**src/rtl/stage_ctrl_pkg.sv**
```systemverilog
`default_nettype none
// ============================================================================
// Module      : stage_ctrl_pkg
// Description : Shared definitions for the CPU stage sequencer: stage codes,
//               memory-select codes and the stage-enable one-hot helper.
// Revision    : 1.0 - initial release
// ============================================================================
package stage_ctrl_pkg;

    localparam int STAGE_W = 3;

    // Stage codes as seen on the stage output
    typedef enum logic [STAGE_W-1:0] {
        STG_IDLE   = 3'd0,
        STG_FETCH  = 3'd1,
        STG_DECODE = 3'd2,
        STG_EXEC   = 3'd3,
        STG_WB     = 3'd4,
        STG_HALT   = 3'd5
    } stage_t;

    // Memory port address select
    localparam logic MEMSEL_INS = 1'b0;  // instruction address (pc)
    localparam logic MEMSEL_DAT = 1'b1;  // data address

    // One-hot enable for the four working stages (bit0=FETCH .. bit3=WB).
    // IDLE and HALT have no enable.
    function automatic logic [3:0] stage_en_of(input stage_t s);
        logic [3:0] en;
        en = 4'b0000;
        case (s)
            STG_FETCH:  en = 4'b0001;
            STG_DECODE: en = 4'b0010;
            STG_EXEC:   en = 4'b0100;
            STG_WB:     en = 4'b1000;
            default:    en = 4'b0000;
        endcase
        return en;
    endfunction

endpackage
`default_nettype wire

```
**src/rtl/stage_ctrl_step_sync.sv**
```systemverilog
`default_nettype none
// ============================================================================
// Module      : stage_ctrl_step_sync
// Description : Synchronizer for the asynchronous step button followed by a
//               rising-edge detector. Emits a single-cycle pulse per press.
// Ports       : clk      - system clock
//               rst_n    - asynchronous reset, active-low
//               async_in - raw button level, asynchronous to clk
//               pulse    - one-cycle pulse on a synchronized rising edge
// Revision    : 1.0 - initial release
// ============================================================================
module stage_ctrl_step_sync #(
    parameter int SYNC_FF = 2
) (
    input  logic clk,
    input  logic rst_n,
    input  logic async_in,
    output logic pulse
);

    logic [SYNC_FF-1:0] sync_q;
    logic [SYNC_FF-1:0] sync_d;
    logic               prev_q;
    logic               prev_d;

    always_comb begin
        sync_d = {sync_q[SYNC_FF-2:0], async_in};
        prev_d = sync_q[SYNC_FF-1];
    end

    always_ff @(posedge clk or negedge rst_n) begin
        if (!rst_n) begin
            sync_q <= '0;
            prev_q <= 1'b0;
        end else begin
            sync_q <= sync_d;
            prev_q <= prev_d;
        end
    end

    // Pulse is high for the one cycle the synchronized level is new
    assign pulse = sync_q[SYNC_FF-1] & ~prev_q;

endmodule
`default_nettype wire

```
**src/rtl/stage_ctrl.sv**
```systemverilog
`default_nettype none
// ============================================================================
// Module      : stage_ctrl
// Description : Stage sequencer for the multi-cycle CPU datapath
//               (FETCH->DECODE->EXEC->WB). Runs freely in auto mode or one
//               stage per button press in manual mode, owns the shared memory
//               request/ack handshake and stops in HALT on a decoded halt or a
//               memory timeout.
// Ports       : clk, rst_n         - clock, async active-low reset
//               is_auto            - 1 = free-run, 0 = manual step
//               next_stage         - raw step button (asynchronous)
//               halt_req, mem_op   - decode results, sampled in DECODE
//               mem_ack            - memory completed the current request
//               stage              - current stage code
//               stage_en           - one-hot pulse on first cycle of a stage
//               mem_req, mem_sel   - memory request level and address select
//               halted, timeout    - in HALT / HALT entered via timeout
//               instr_count        - retired instruction count
// Revision    : 1.0 - initial release
// ============================================================================
module stage_ctrl
    import stage_ctrl_pkg::*;
#(
    parameter int WAIT_MAX = 15,
    parameter int SYNC_FF  = 2
) (
    input  logic        clk,
    input  logic        rst_n,
    input  logic        is_auto,
    input  logic        next_stage,
    input  logic        halt_req,
    input  logic        mem_op,
    input  logic        mem_ack,
    output logic [2:0]  stage,
    output logic [3:0]  stage_en,
    output logic        mem_req,
    output logic        mem_sel,
    output logic        halted,
    output logic        timeout,
    output logic [15:0] instr_count
);

    localparam logic [7:0] c_wait_max = 8'(WAIT_MAX);

    stage_t      stage_q,       stage_d;
    logic [3:0]  stage_en_q,    stage_en_d;
    logic        mem_req_q,     mem_req_d;
    logic        mem_sel_q,     mem_sel_d;
    logic        mem_op_q,      mem_op_d;
    logic        ack_seen_q,    ack_seen_d;
    logic        step_pend_q,   step_pend_d;
    logic        timeout_q,     timeout_d;
    logic [7:0]  wait_cnt_q,    wait_cnt_d;
    logic [15:0] instr_count_q, instr_count_d;

    logic        w_step_pulse;
    logic        w_adv;
    logic        w_take;
    logic        w_tmo_hit;
    logic [7:0]  w_wait_inc;

    stage_ctrl_step_sync #(
        .SYNC_FF (SYNC_FF)
    ) u_step_sync (
        .clk      (clk),
        .rst_n    (rst_n),
        .async_in (next_stage),
        .pulse    (w_step_pulse)
    );

    assign w_adv      = is_auto | step_pend_q;
    assign w_wait_inc = wait_cnt_q + 8'd1;
    // This cycle would be the WAIT_MAX-th consecutive unacknowledged one
    assign w_tmo_hit  = mem_req_q & ~mem_ack & (w_wait_inc == c_wait_max);

    // Next-stage decision
    always_comb begin
        stage_d = stage_q;
        case (stage_q)
            STG_IDLE:   if (w_adv) stage_d = STG_FETCH;
            STG_FETCH:  if (w_adv && ack_seen_q) stage_d = STG_DECODE;
            STG_DECODE: if (w_adv) stage_d = halt_req ? STG_HALT : STG_EXEC;
            STG_EXEC:   if (w_adv && (!mem_op_q || ack_seen_q)) stage_d = STG_WB;
            STG_WB:     if (w_adv) stage_d = STG_FETCH;
            STG_HALT:   stage_d = STG_HALT;
            default:    stage_d = STG_IDLE;
        endcase
        // A memory timeout wins over any advance in the same cycle
        if (w_tmo_hit) stage_d = STG_HALT;
    end

    assign w_take = (stage_d != stage_q);

    // Handshake, step and counter bookkeeping
    always_comb begin
        stage_en_d    = w_take ? stage_en_of(stage_d) : 4'b0000;
        mem_op_d      = (stage_q == STG_DECODE) ? mem_op : mem_op_q;
        timeout_d     = timeout_q | w_tmo_hit;
        instr_count_d = (w_take && stage_q == STG_WB) ? instr_count_q + 16'd1 : instr_count_q;

        // A pending step is consumed only by an actual transition
        step_pend_d = w_take ? 1'b0 : (step_pend_q | (w_step_pulse & ~is_auto));

        ack_seen_d = ack_seen_q;
        if (w_take) begin
            ack_seen_d = 1'b0;
        end else if (mem_req_q && mem_ack) begin
            ack_seen_d = 1'b1;
        end

        mem_req_d = mem_req_q;
        mem_sel_d = mem_sel_q;
        if (mem_req_q && mem_ack) mem_req_d = 1'b0;
        if (w_take && stage_d == STG_FETCH) begin
            mem_req_d = 1'b1;
            mem_sel_d = MEMSEL_INS;
        end else if (w_take && stage_d == STG_EXEC && mem_op) begin
            // mem_op is being latched on this same edge
            mem_req_d = 1'b1;
            mem_sel_d = MEMSEL_DAT;
        end
        if (w_tmo_hit) mem_req_d = 1'b0;

        wait_cnt_d = (mem_req_q && !mem_ack && !w_tmo_hit) ? w_wait_inc : 8'd0;
    end

    always_ff @(posedge clk or negedge rst_n) begin
        if (!rst_n) begin
            stage_q       <= STG_IDLE;
            stage_en_q    <= 4'b0000;
            mem_req_q     <= 1'b0;
            mem_sel_q     <= MEMSEL_INS;
            mem_op_q      <= 1'b0;
            ack_seen_q    <= 1'b0;
            step_pend_q   <= 1'b0;
            timeout_q     <= 1'b0;
            wait_cnt_q    <= 8'd0;
            instr_count_q <= 16'd0;
        end else begin
            stage_q       <= stage_d;
            stage_en_q    <= stage_en_d;
            mem_req_q     <= mem_req_d;
            mem_sel_q     <= mem_sel_d;
            mem_op_q      <= mem_op_d;
            ack_seen_q    <= ack_seen_d;
            step_pend_q   <= step_pend_d;
            timeout_q     <= timeout_d;
            wait_cnt_q    <= wait_cnt_d;
            instr_count_q <= instr_count_d;
        end
    end

    assign stage       = stage_q;
    assign stage_en    = stage_en_q;
    assign mem_req     = mem_req_q;
    assign mem_sel     = mem_sel_q;
    assign halted      = (stage_q == STG_HALT);
    assign timeout     = timeout_q;
    assign instr_count = instr_count_q;

endmodule
`default_nettype wire
```
**config.mk**
```make
export PLATFORM = sky130hd
export DESIGN_NAME = stage_ctrl
export DESIGN_NICKNAME = d
export VERILOG_FILES = /design/src/rtl/stage_ctrl_pkg.sv /design/src/rtl/stage_ctrl_step_sync.sv /design/src/rtl/stage_ctrl.sv
export SDC_FILE = /design/constraint.sdc
export NUM_CORES = 1
export LEC_CHECK = 0
export ABC_AREA = 1
export CORE_MARGIN = 2
export CORE_UTILIZATION = 62
export CTS_CLUSTER_DIAMETER = 40
export DETAILED_ROUTE_END_ITERATION = 16
export DONT_BUFFER_PORTS = 1
export PLACE_DENSITY_LB_ADDON = 0.05
export RECOVER_POWER = 50
export SYNTH_ARGS = -nofsm -noshare
export SYNTH_HDL_FRONTEND = slang
export SYNTH_SLANG_ARGS = --single-unit
```
**constraint.sdc**
```tcl
create_clock -name clk -period 2.2 [get_ports clk]
set_input_delay 0.22 -clock clk [delete_from_list [all_inputs] [get_ports clk]]
set_output_delay 0.22 -clock clk [all_outputs]
set_load 0.05 [all_outputs]
```
; Word-level counts from Yosys, hierarchy flattened
; Index checks and enable logic that the tools add are counted.
[classes]
reduce_logical = 18
bitwise_logic = 10
addsub = 2
mux = 19
eq_ne = 11
[ops]
columns = cell, n
row1 = two-way mux 3 bit, 6
row2 = adder 16 x 1 -> 16 bit (second input constant), 1
row3 = case mux 4 bit (4 select lines), 1
row4 = case mux 3 bit (5 select lines), 1
row5 = == test 3 x 2 -> 1 bit (second input constant), 4
row6 = == test 3 bit (second input constant), 3
row7 = logical AND 1 bit, 9
row8 = two-way mux 1 bit, 9
row9 = adder 8 x 1 -> 8 bit (second input constant), 1
row10 = == test 8 x 4 -> 1 bit (second input constant), 1
row11 = two-way mux 8 bit, 1
row12 = == test 3 x 1 -> 1 bit (second input constant), 2
row13 = AND 1 bit, 4
row14 = two-way mux 4 bit, 1
row15 = nonzero test 2 bit, 2
row16 = nonzero test 4 bit, 1
row17 = zero test 1 bit, 3
row18 = zero test 3 bit, 1
row19 = inequality test 3 bit, 1
row20 = NOT 1 bit, 3
row21 = OR 1 bit, 3
row22 = OR reduction 2 bit, 1
row23 = logical OR 1 bit, 1
[word_totals]
word_cells = 72
inputBits = 7
reg_bits = 40
out_inout_bits = 27

; Depth between registers and ports, before layout
; Gate-level depths: netlist of the first run.
[depth]
ltp_word = 12
ltp_mapped = 17
depth_no_buf = 16

; Modules after synthesis
; Synthesis of the first run repeated with hierarchy kept, for this count alone.
[hier_totals]
hier_cells = 269
area_unflattened_um2 = 2128.3
[by_module_without_submodules]
columns = mod, seq_area_each_um2, area_each_um2, n_inst, cells_per_inst
row1 = stage_ctrl, 925.9, 2043.2, 1, 264
row2 = stage_ctrl_step_sync, 75.1, 85.1, 1, 5

; Worst setup path before layout of the first run
; OpenSTA, ideal clock, no wires.
[synth_path]
path_type = register -> register
start = register stage_q[0], in the netlist stage[0]
end = register instr_count_q[11], in the netlist instr_count[11]
setup_ns = 0.120
arrival_time_ns = 2.544
path_buffers = 1
synth_period_minus_slack_ns = 2.664
slack_ns = -0.464
required_ns = 2.080
path_stages_with_launch = 13
cell_sequence = dfrtp_1 > inv_1 > nor2_1 > nor2_1 > nand3_1 > o21ai_0 > nand2_2 > nand2_1 > nand2_2 > nand3_4 > buf_2 > nand3_1 > nand2_1
[synth_via]
word_cells_on_any_way = 15
cone_classes = 6 x eq/ne / 6 x mux / 3 x reduce/logical
[synth_rtl]
columns = element, line_no
row1 = start: declaration, stage_ctrl.sv:45  ; stage_t stage_q, stage_d;
row2 = start signal: assignment, stage_ctrl.sv:140  ; stage_q <= stage_d;
row3 = == test 3 bit, n/a
row4 = named net halted, stage_ctrl.sv:38  ; output logic halted,
row5 = case mux 3 bit (5 select lines), stage_ctrl.sv:79  ; case (stage_q)
row6 = two-way mux 3 bit, stage_ctrl.sv:89  ; if (w_tmo_hit) stage_d = STG_HALT;
row7 = named net stage_d[0], stage_ctrl.sv:45
row8 = inequality test 3 bit, stage_ctrl.sv:92  ; assign w_take = (stage_d != stage_q);
row9 = logical AND 1 bit, stage_ctrl.sv:99  ; instr_count_d = (w_take && stage_q == STG_WB) ? instr_count_q + 16'd1 : instr_count_q;
row10 = end signal: assignment, stage_ctrl.sv:149  ; instr_count_q <= instr_count_d;
row11 = end: declaration, stage_ctrl.sv:54  ; logic [15:0] instr_count_q, instr_count_d;
; The timed path passes the listed nets, and every way through them passes these cells.
; A chain may end at the register's enable or synchronous reset.

; Worst setup path in the final report of the first run
[layout_path]
start = register stage_q[1], in the netlist stage[1]
end = register instr_count_q[9], in the netlist instr_count[9]
[layout_via]
elab_chain_len = 6
word_cells_on_any_way = 15
cone_classes = 6 x eq/ne / 6 x mux / 3 x reduce/logical
[layout_rtl]
columns = element, line_no
row1 = == test 3 bit / zero test 3 bit (equally long branches), "stage_ctrl.sv:79, stage_ctrl.sv:99"
row2 = OR reduction 2 bit (no line), n/a
row3 = case mux 3 bit (5 select lines), stage_ctrl.sv:79
row4 = two-way mux 3 bit, stage_ctrl.sv:89
row5 = inequality test 3 bit, stage_ctrl.sv:92
row6 = logical AND 1 bit (*), stage_ctrl.sv:99
; Mark *: on every way between the ends. The rest lies on a longest branch, timed or not.

==> impl_summary.log, run 1 <==
[metrics] status: finished with violations
[metrics] violations in the final reports: hold timing, setup timing
[metrics] count of yosys warnings during synthesis: 0
[metrics] Final TNS setup: -0.343 ns
[metrics] HP Class: input port to flip-flop
[metrics] number of distinct standard cells referenced by the synthesized netlist: 27
[metrics] relative slew slack: 0.346
[metrics] pin slew with the least headroom to its limit: 0.981 ns
[metrics] count of cells along the worst hold path: 2
[metrics] Worst Hold Margin: -0.00125 ns
[metrics] weighted congestion reported at the end of routability-driven placement: 0.847
[metrics] vertical extent of the die: 62.3 um
[metrics] Total Power Consumption: 3.96 mW
[metrics] critical path data arrival time: 2.53 ns
[metrics] summed area of non-filler cells in the final layout: 0.00268 sq mm
[metrics] Worst Path Buf+Inv: 2
[metrics] Layout Nets: 315
[metrics] first-pass GRT wire length: 7950 um
[metrics] first-iteration detailed-routing DRC count: 313
[metrics] clock transition at the register clock pins on the worst setup and hold paths after CTS: 0.13 ns
[metrics] Site Rows: 21
[metrics] area of the multi-input gates: 0.00111 sq mm
[metrics] part of the cycle the worst path needs: 1.03
[metrics] remaining design rule violation count: 0
[metrics] number of max-cap violations: 0
[metrics] placeable core region: 0.00331 sq mm
[metrics] category of the critical setup timing path: flip-flop to flip-flop
[metrics] clock insertion delay at the later pin of the skew report: 0.36 ns
[metrics] maximum resistive drop on vdd: 797 uV
[metrics] Setup Skew: 0.0145 ns
[metrics] total clock buffers created by CTS: 5
[metrics] antenna diode instance count: 0
[metrics] Setup crit start: stage[1]
[metrics] share of layout cells above drive strength 1: 0.252
[metrics] pins over their slew limit: 0
[metrics] initial antenna violation count: 0
[metrics] Final Setup Violations: 13
[metrics] die extent in x: 62.3 um
[metrics] Worst Setup Start Kind: flip-flop
[metrics] Clock Sinks: 40
[metrics] setup repair after global routing missed its margin: yes
[metrics] HPWL after detailed placement: 3230 um
[metrics] number of cells on the critical path: 12
[metrics] Starting Density: 0.637
[metrics] endpoints failing hold: 1
[metrics] Tot GR Track Use: 0.256
[metrics] TritonCTS clock tree: done
[metrics] Worst setup EP type: flip-flop
[metrics] logic depth of the worst register-to-register path: 12
[metrics] Total Die Area: 0.00389 sq mm
[metrics] Longest Clk Path Bufs: 2
[metrics] Clk Tree Root Cell: clkbuf_4
[metrics] number of nets still failing antenna checks after routing: 0
[metrics] sequential cell area fraction in the yosys report: 0.474
[metrics] number of iterations in the first detailed-routing pass: 4
[metrics] area of the mapped netlist: 0.00211 sq mm
[metrics] pin count of the biggest net entering global routing: 41
[metrics] final worst setup slack: -0.0671 ns
[metrics] Top delay family on crit path: simple AND/OR/NAND/NOR gates
[metrics] final critical delay including setup and external delays: 2.27 ns
[metrics] area post-placement: 0.00232 sq mm
[metrics] Top cell by count, worst path: nand3_1
[metrics] start of the worst register-to-register path: stage[1]
[metrics] setup slack of the worst register-to-register path: -0.07 ns
[metrics] synthesis-stage register bit count: 40
[metrics] Seq. cell area: 0.00100 sq mm
[metrics] overall overflow remaining after global route: 0
[metrics] critical-path cell list: inv_1, nand2_1, nor2_4, nor2_1, nand3_1, o21ai_0, nand3_1, nand2_4, nand3_4, clkbuf_16, nand3_1, nand2_1
[metrics] top-level port count: 34
[metrics] endpoint of the worst setup timing path: instr_count[9]
[metrics] Worst Path Required: 2.47 ns
[metrics] leak pwr: 1.26 nW
[metrics] cells after synthesis: 265
[metrics] worst-path cell with the longest stage delay: dfrtp_2
[metrics] vias in the first global route: 1831
[metrics] capturing point of the worst reg2reg path: instr_count[9]
[metrics] routed wire length: 5300 um
[metrics] average cell area after synthesis: 7.96 sq um
[metrics] average wire length per cell after detail routing: 15.1 um
[metrics] average vias per placed instance: 5.40
[metrics] worst-path fanout max: 8
[metrics] highest achievable clock rate: 0.441 GHz
[metrics] Layout fillers: 218
[metrics] number of vias in the routed layout: 1901
[metrics] delay of the slowest critical-path stage: 0.46 ns
[metrics] post-layout utilization of the core: 0.808
[metrics] Syn-to-layout area delta: 26.8%
[metrics] PortBufs: 0
[metrics] power density relative to cell area: 1480 mW/mm^2
[metrics] net count of the mapped netlist: 275
[metrics] Clock H-tree levels: 2
metal layers:
| layer | wire length, um | GRT usage |
|---|---|---|
| met1 | 2140 | 0.308 |
| met2 | 2740 | 0.443 |
| met5 | 0 | 0 |
| met3 | 341 | 0.0634 |
| met4 | 73 | 0.106 |
metrics by stage:
step / instances / setup slack, ns
after detailed placement: 330 / -0.0959
after global routing: 352 / -0.203
after CTS: 341 / 0.0119
final: 352 / -0.0671
after global placement: 330 / 0.0386
after floorplan: 265 / 0.0810
timing repair:
item / 4_1_cts / 5_1_grt
gates resized for setup: 1 / 32
pin swaps: 0 / 14
gates cloned: 0 / 3
hold buffers: 3 / 1
setup buffers: 0 / 7
endpoints found under the setup margin: 16 / 21
hold endpoints to repair: 41 / 2
synth_stat cells (all sizes together):
library cell  instances  share of area
inv                  30          0.053
dfrtp                40           0.47
o21ai                 9          0.021
nor2                 37          0.071
clkbuf                1         0.0018
xor2                  7          0.033
nand2                76           0.14
ha                    3          0.018
a21oi                 4         0.0095
nor3                  5          0.012
mux2                  1         0.0053
nand4                 2         0.0059
o211ai                1         0.0036
o21bai                1         0.0036
nand3                34          0.093
xnor2                 9          0.037
o22ai                 1         0.0030
buf                   3          0.011
nor4                  1         0.0030
sequential cells by signal (all words and copies together), names as in the netlist:
signal,flops
instr_count,16
step_pend_q,1
ack_seen_q,1
stage_en,4
u_step_sync.sync_q,2
mem_sel,1
wait_cnt_q,8
mem_req,1
u_step_sync.prev_q,1
mem_op_q,1
timeout,1
stage,3
kinds of logic after synthesis:
kind of cell / count (synthesis) / share of synthesized area
xor+xnor: 16 / 0.0700
fa+ha+maj: 3 / 0.0178
mux: 1 / 0.00534
buf+inv: 34 / 0.0664
compound gates: 16 / 0.0409
flops: 40 / 0.474
simple gates: 155 / 0.325
layout by cell type, fill, tap and decap left out, types with 5 or more instances in the layout:
| cell type | instances |
|---|---|
| dfrtp_1 | 37 |
| xnor2_1 | 9 |
| inv_1 | 27 |
| nand2_1 | 63 |
| nand3_1 | 29 |
| nand2_4 | 7 |
| nor2_1 | 32 |
| clkbuf_4 | 5 |
| nand2_2 | 6 |
| xor2_1 | 6 |
| buf_4 | 28 |
report_power, final:
part / leakage, nW / internal (mW) / switching [mW] / total, mW
Sequential: 0.524 / 0.885 / 0.264 / 1.15
Combinational: 0.687 / 0.840 / 1.42 / 2.26
Clock: 0.0515 / 0.302 / 0.252 / 0.554
final cells by class:
class,count,area share
Clock buffer,7,0.0243
Timing Repair Buffer,35,0.111
Multi-Input combinational cell,193,0.414
Clock inverter,1,0.0112
Inverter,30,0.0421
Tap cell,46,0.0215
Sequential cell,40,0.376
how the worst min path moves through the flow:
stage           start            end
2_1_floorplan   rst_n     ack_seen_q
3_3_place_gp    rst_n  wait_cnt_q[2]
3_5_place_dp    rst_n  wait_cnt_q[2]
4_1_cts        mem_op       mem_op_q
5_1_grt        mem_op        mem_sel
6_report       mem_op        mem_sel
No activity file was read; power rests on OpenSTA's default activity.
==> inputs of run 2 (changes only) <==
CTS_CLUSTER_DIAMETER = 200   (was 40)
==> results of run 2 <==
No change in the layout: final DEF, timing and power equal those of run 1.
==> inputs of run 3 (changes only) <==
TNS_END_PERCENT = 30   (was not set)
==> run 3 against run 2 <==
Critical path depth unchanged; the run still ends with hold timing, setup timing left; critical path type unchanged; utilization unchanged; flip-flop and latch count unchanged; die area unchanged.
==> impl_summary.log, run 3 (same netlist as run 1, synthesis figures left out) <==
[metrics] Starting Density: 0.637
[metrics] Longest Clk Path Bufs: 2
[metrics] number of nets still failing antenna checks after routing: 0
[metrics] worst-path cell with the longest stage delay: dfrtp_2
[metrics] part of the cycle the worst path needs: 1.03
[metrics] final critical delay including setup and external delays: 2.26 ns
[metrics] delay of the slowest critical-path stage: 0.46 ns
[metrics] final worst setup slack: -0.0630 ns
[metrics] pin slew with the least headroom to its limit: 0.966 ns
[metrics] overall overflow remaining after global route: 0
[metrics] global-route met1 utilization: 0.308
[metrics] endpoints failing hold: 1
[metrics] Worst Setup Start Kind: flip-flop
[metrics] initial antenna violation count: 0
[metrics] top-level port count: 34
[metrics] vertical extent of the die: 62.3 um
[metrics] die extent in x: 62.3 um
[metrics] Setup Skew: 0.0159 ns
[metrics] relative slew slack: 0.356
[metrics] category of the critical setup timing path: flip-flop to flip-flop
[metrics] Tot GR Track Use: 0.256
[metrics] Layout fillers: 218
[metrics] power density relative to cell area: 1480 mW/mm^2
[metrics] Worst Path Required: 2.47 ns
[metrics] number of flip-flops under the largest register name: 16
[metrics] Top delay family on crit path: simple AND/OR/NAND/NOR gates
[metrics] placeable core region: 0.00331 sq mm
[metrics] average wire length per cell after detail routing: 15.0 um
[metrics] worst-path fanout max: 8
[metrics] remaining design rule violation count: 0
[metrics] number of vias in the routed layout: 1925
[metrics] pin count of the biggest net entering global routing: 41
[metrics] Clock Sinks: 40
[metrics] met2 GRT Util: 0.443
[metrics] maximum resistive drop on vdd: 796 uV
[metrics] antenna diode instance count: 0
[metrics] Clk Tree Root Cell: clkbuf_4
[metrics] Syn-to-layout area delta: 26.8%
[metrics] HPWL after detailed placement: 3230 um
[metrics] first-pass GRT wire length: 7950 um
[metrics] commonest cells after routing, fill and taps aside: nand2_1 (63), dfrtp_1 (37), nor2_1 (32)
[metrics] met3 demand-to-capacity share in global routing: 0.0634
[metrics] number of max-cap violations: 0
[metrics] leak pwr: 1.26 nW
[metrics] Layout Nets: 315
[metrics] violations in the final reports: hold timing, setup timing
[metrics] critical-path cell list: inv_1, nand2_1, nor2_4, nor2_1, nand3_1, o21ai_0, nand3_1, nand2_4, nand3_4, clkbuf_16, nand3_1, nand2_1
[metrics] first-iteration detailed-routing DRC count: 308
[metrics] Clock H-tree levels: 2
[metrics] total clock buffers created by CTS: 5
[metrics] Worst Hold Margin: -0.0000362 ns
[metrics] share of layout cells above drive strength 1: 0.252
[metrics] pins over their slew limit: 0
[metrics] HP Class: input port to flip-flop
[metrics] status: finished with violations
[metrics] clock insertion delay at the later pin of the skew report: 0.36 ns
[metrics] average vias per placed instance: 5.47
[metrics] vias in the first global route: 1831
[metrics] post-layout utilization of the core: 0.808
[metrics] Final Setup Violations: 13
[metrics] most frequent standard cell in the layout excluding fill and tap cells: nand2_1
[metrics] Top cell by count, worst path: nand3_1
[metrics] TritonCTS clock tree: done
[metrics] setup repair after global routing missed its margin: yes
[metrics] highest achievable clock rate: 0.442 GHz
[metrics] number of iterations in the first detailed-routing pass: 4
[metrics] Total Die Area: 0.00389 sq mm
[metrics] most congested layer reported by global routing: met2
[metrics] PortBufs: 0
[metrics] Worst Path Buf+Inv: 2
[metrics] Site Rows: 21
[metrics] Worst setup EP type: flip-flop
[metrics] weighted congestion reported at the end of routability-driven placement: 0.847
[metrics] critical path data arrival time: 2.53 ns
[metrics] routed wire length: 5290 um
[metrics] clock transition at the register clock pins on the worst setup and hold paths after CTS: 0.13 ns
## run 3: timing repair
item,in CTS,in global routing
hold endpoints to repair,41,2
hold buffers,3,1
buffers inserted,0,7
endpoints found under the setup margin,16,21
pin swaps,0,14
cloned,0,3
gates resized for setup,1,32
## run 3: cell type report
type,count,area (sq um),share of cell area
Sequential cell,40,1000,0.376
Timing Repair Buffer,35,297,0.111
Inverter,30,113,0.0421
Clock buffer,7,65.1,0.0243
Tap cell,46,57.6,0.0215
Multi-Input combinational cell,193,1110,0.414
Clock inverter,1,30.0,0.0112
## run 3: metrics by stage
stage / worst slack (ns) / power (mW) / cell area (sq um) / instances / TNS [ns]
4_1_cts: 0.0119 / 3.16 / 2460 / 341 / 0
5_1_grt: -0.203 / 4.15 / 2680 / 352 / -3.54
3_5_place_dp: -0.0959 / 2.58 / 2320 / 330 / -0.825
6_report: -0.0630 / 3.97 / 2680 / 352 / -0.324
2_1_floorplan: 0.0810 / 2.20 / 2120 / 265 / 0
3_3_place_gp: 0.0386 / 2.56 / 2320 / 330 / 0
## run 3: worst paths after layout
path	end	start	cells past startpoint	slack [ns]
max	instr_count[9]	stage[1]	12	-0.06
max in group asynchronous	stage[0]	rst_n	2	0.99
min reg2reg	u_step_sync.sync_q[1]	u_step_sync.sync_q[0]	0	0.36
min in group asynchronous	timeout	rst_n	2	0.54
max reg2reg	instr_count[9]	stage[1]	12	-0.06
min	mem_sel	mem_op	2	-0.00004
## run 3: where the power goes
group | total [mW] | internal, mW | switching [mW]
Combinational | 2.26 | 0.840 | 1.42
Clock | 0.553 | 0.302 | 0.251
Sequential | 1.15 | 0.885 | 0.266
Total | 3.97 | 2.03 | 1.94
## run 3: layer usage
| metal | vias to the layer above | share of wire |
|---|---|---|
| met2 | 86 | 0.52 |
| met5 | - | 0 |
| met1 | 910 | 0.40 |
| met4 | 0 | 0.013 |
| li1 | 921 | - |
| met3 | 8 | 0.061 |
## run 3: worst register-to-register path, stage by stage, from the launching register on
cell and delay [ns]:
dfrtp_2 0.46, inv_1 0.11, nand2_1 0.17, nor2_4 0.07
nor2_1 0.11, nand3_1 0.08, o21ai_0 0.22, nand3_1 0.26
nand2_4 0.16, nand3_4 0.17, clkbuf_16 0.21, nand3_1 0.09
nand2_1 0.07
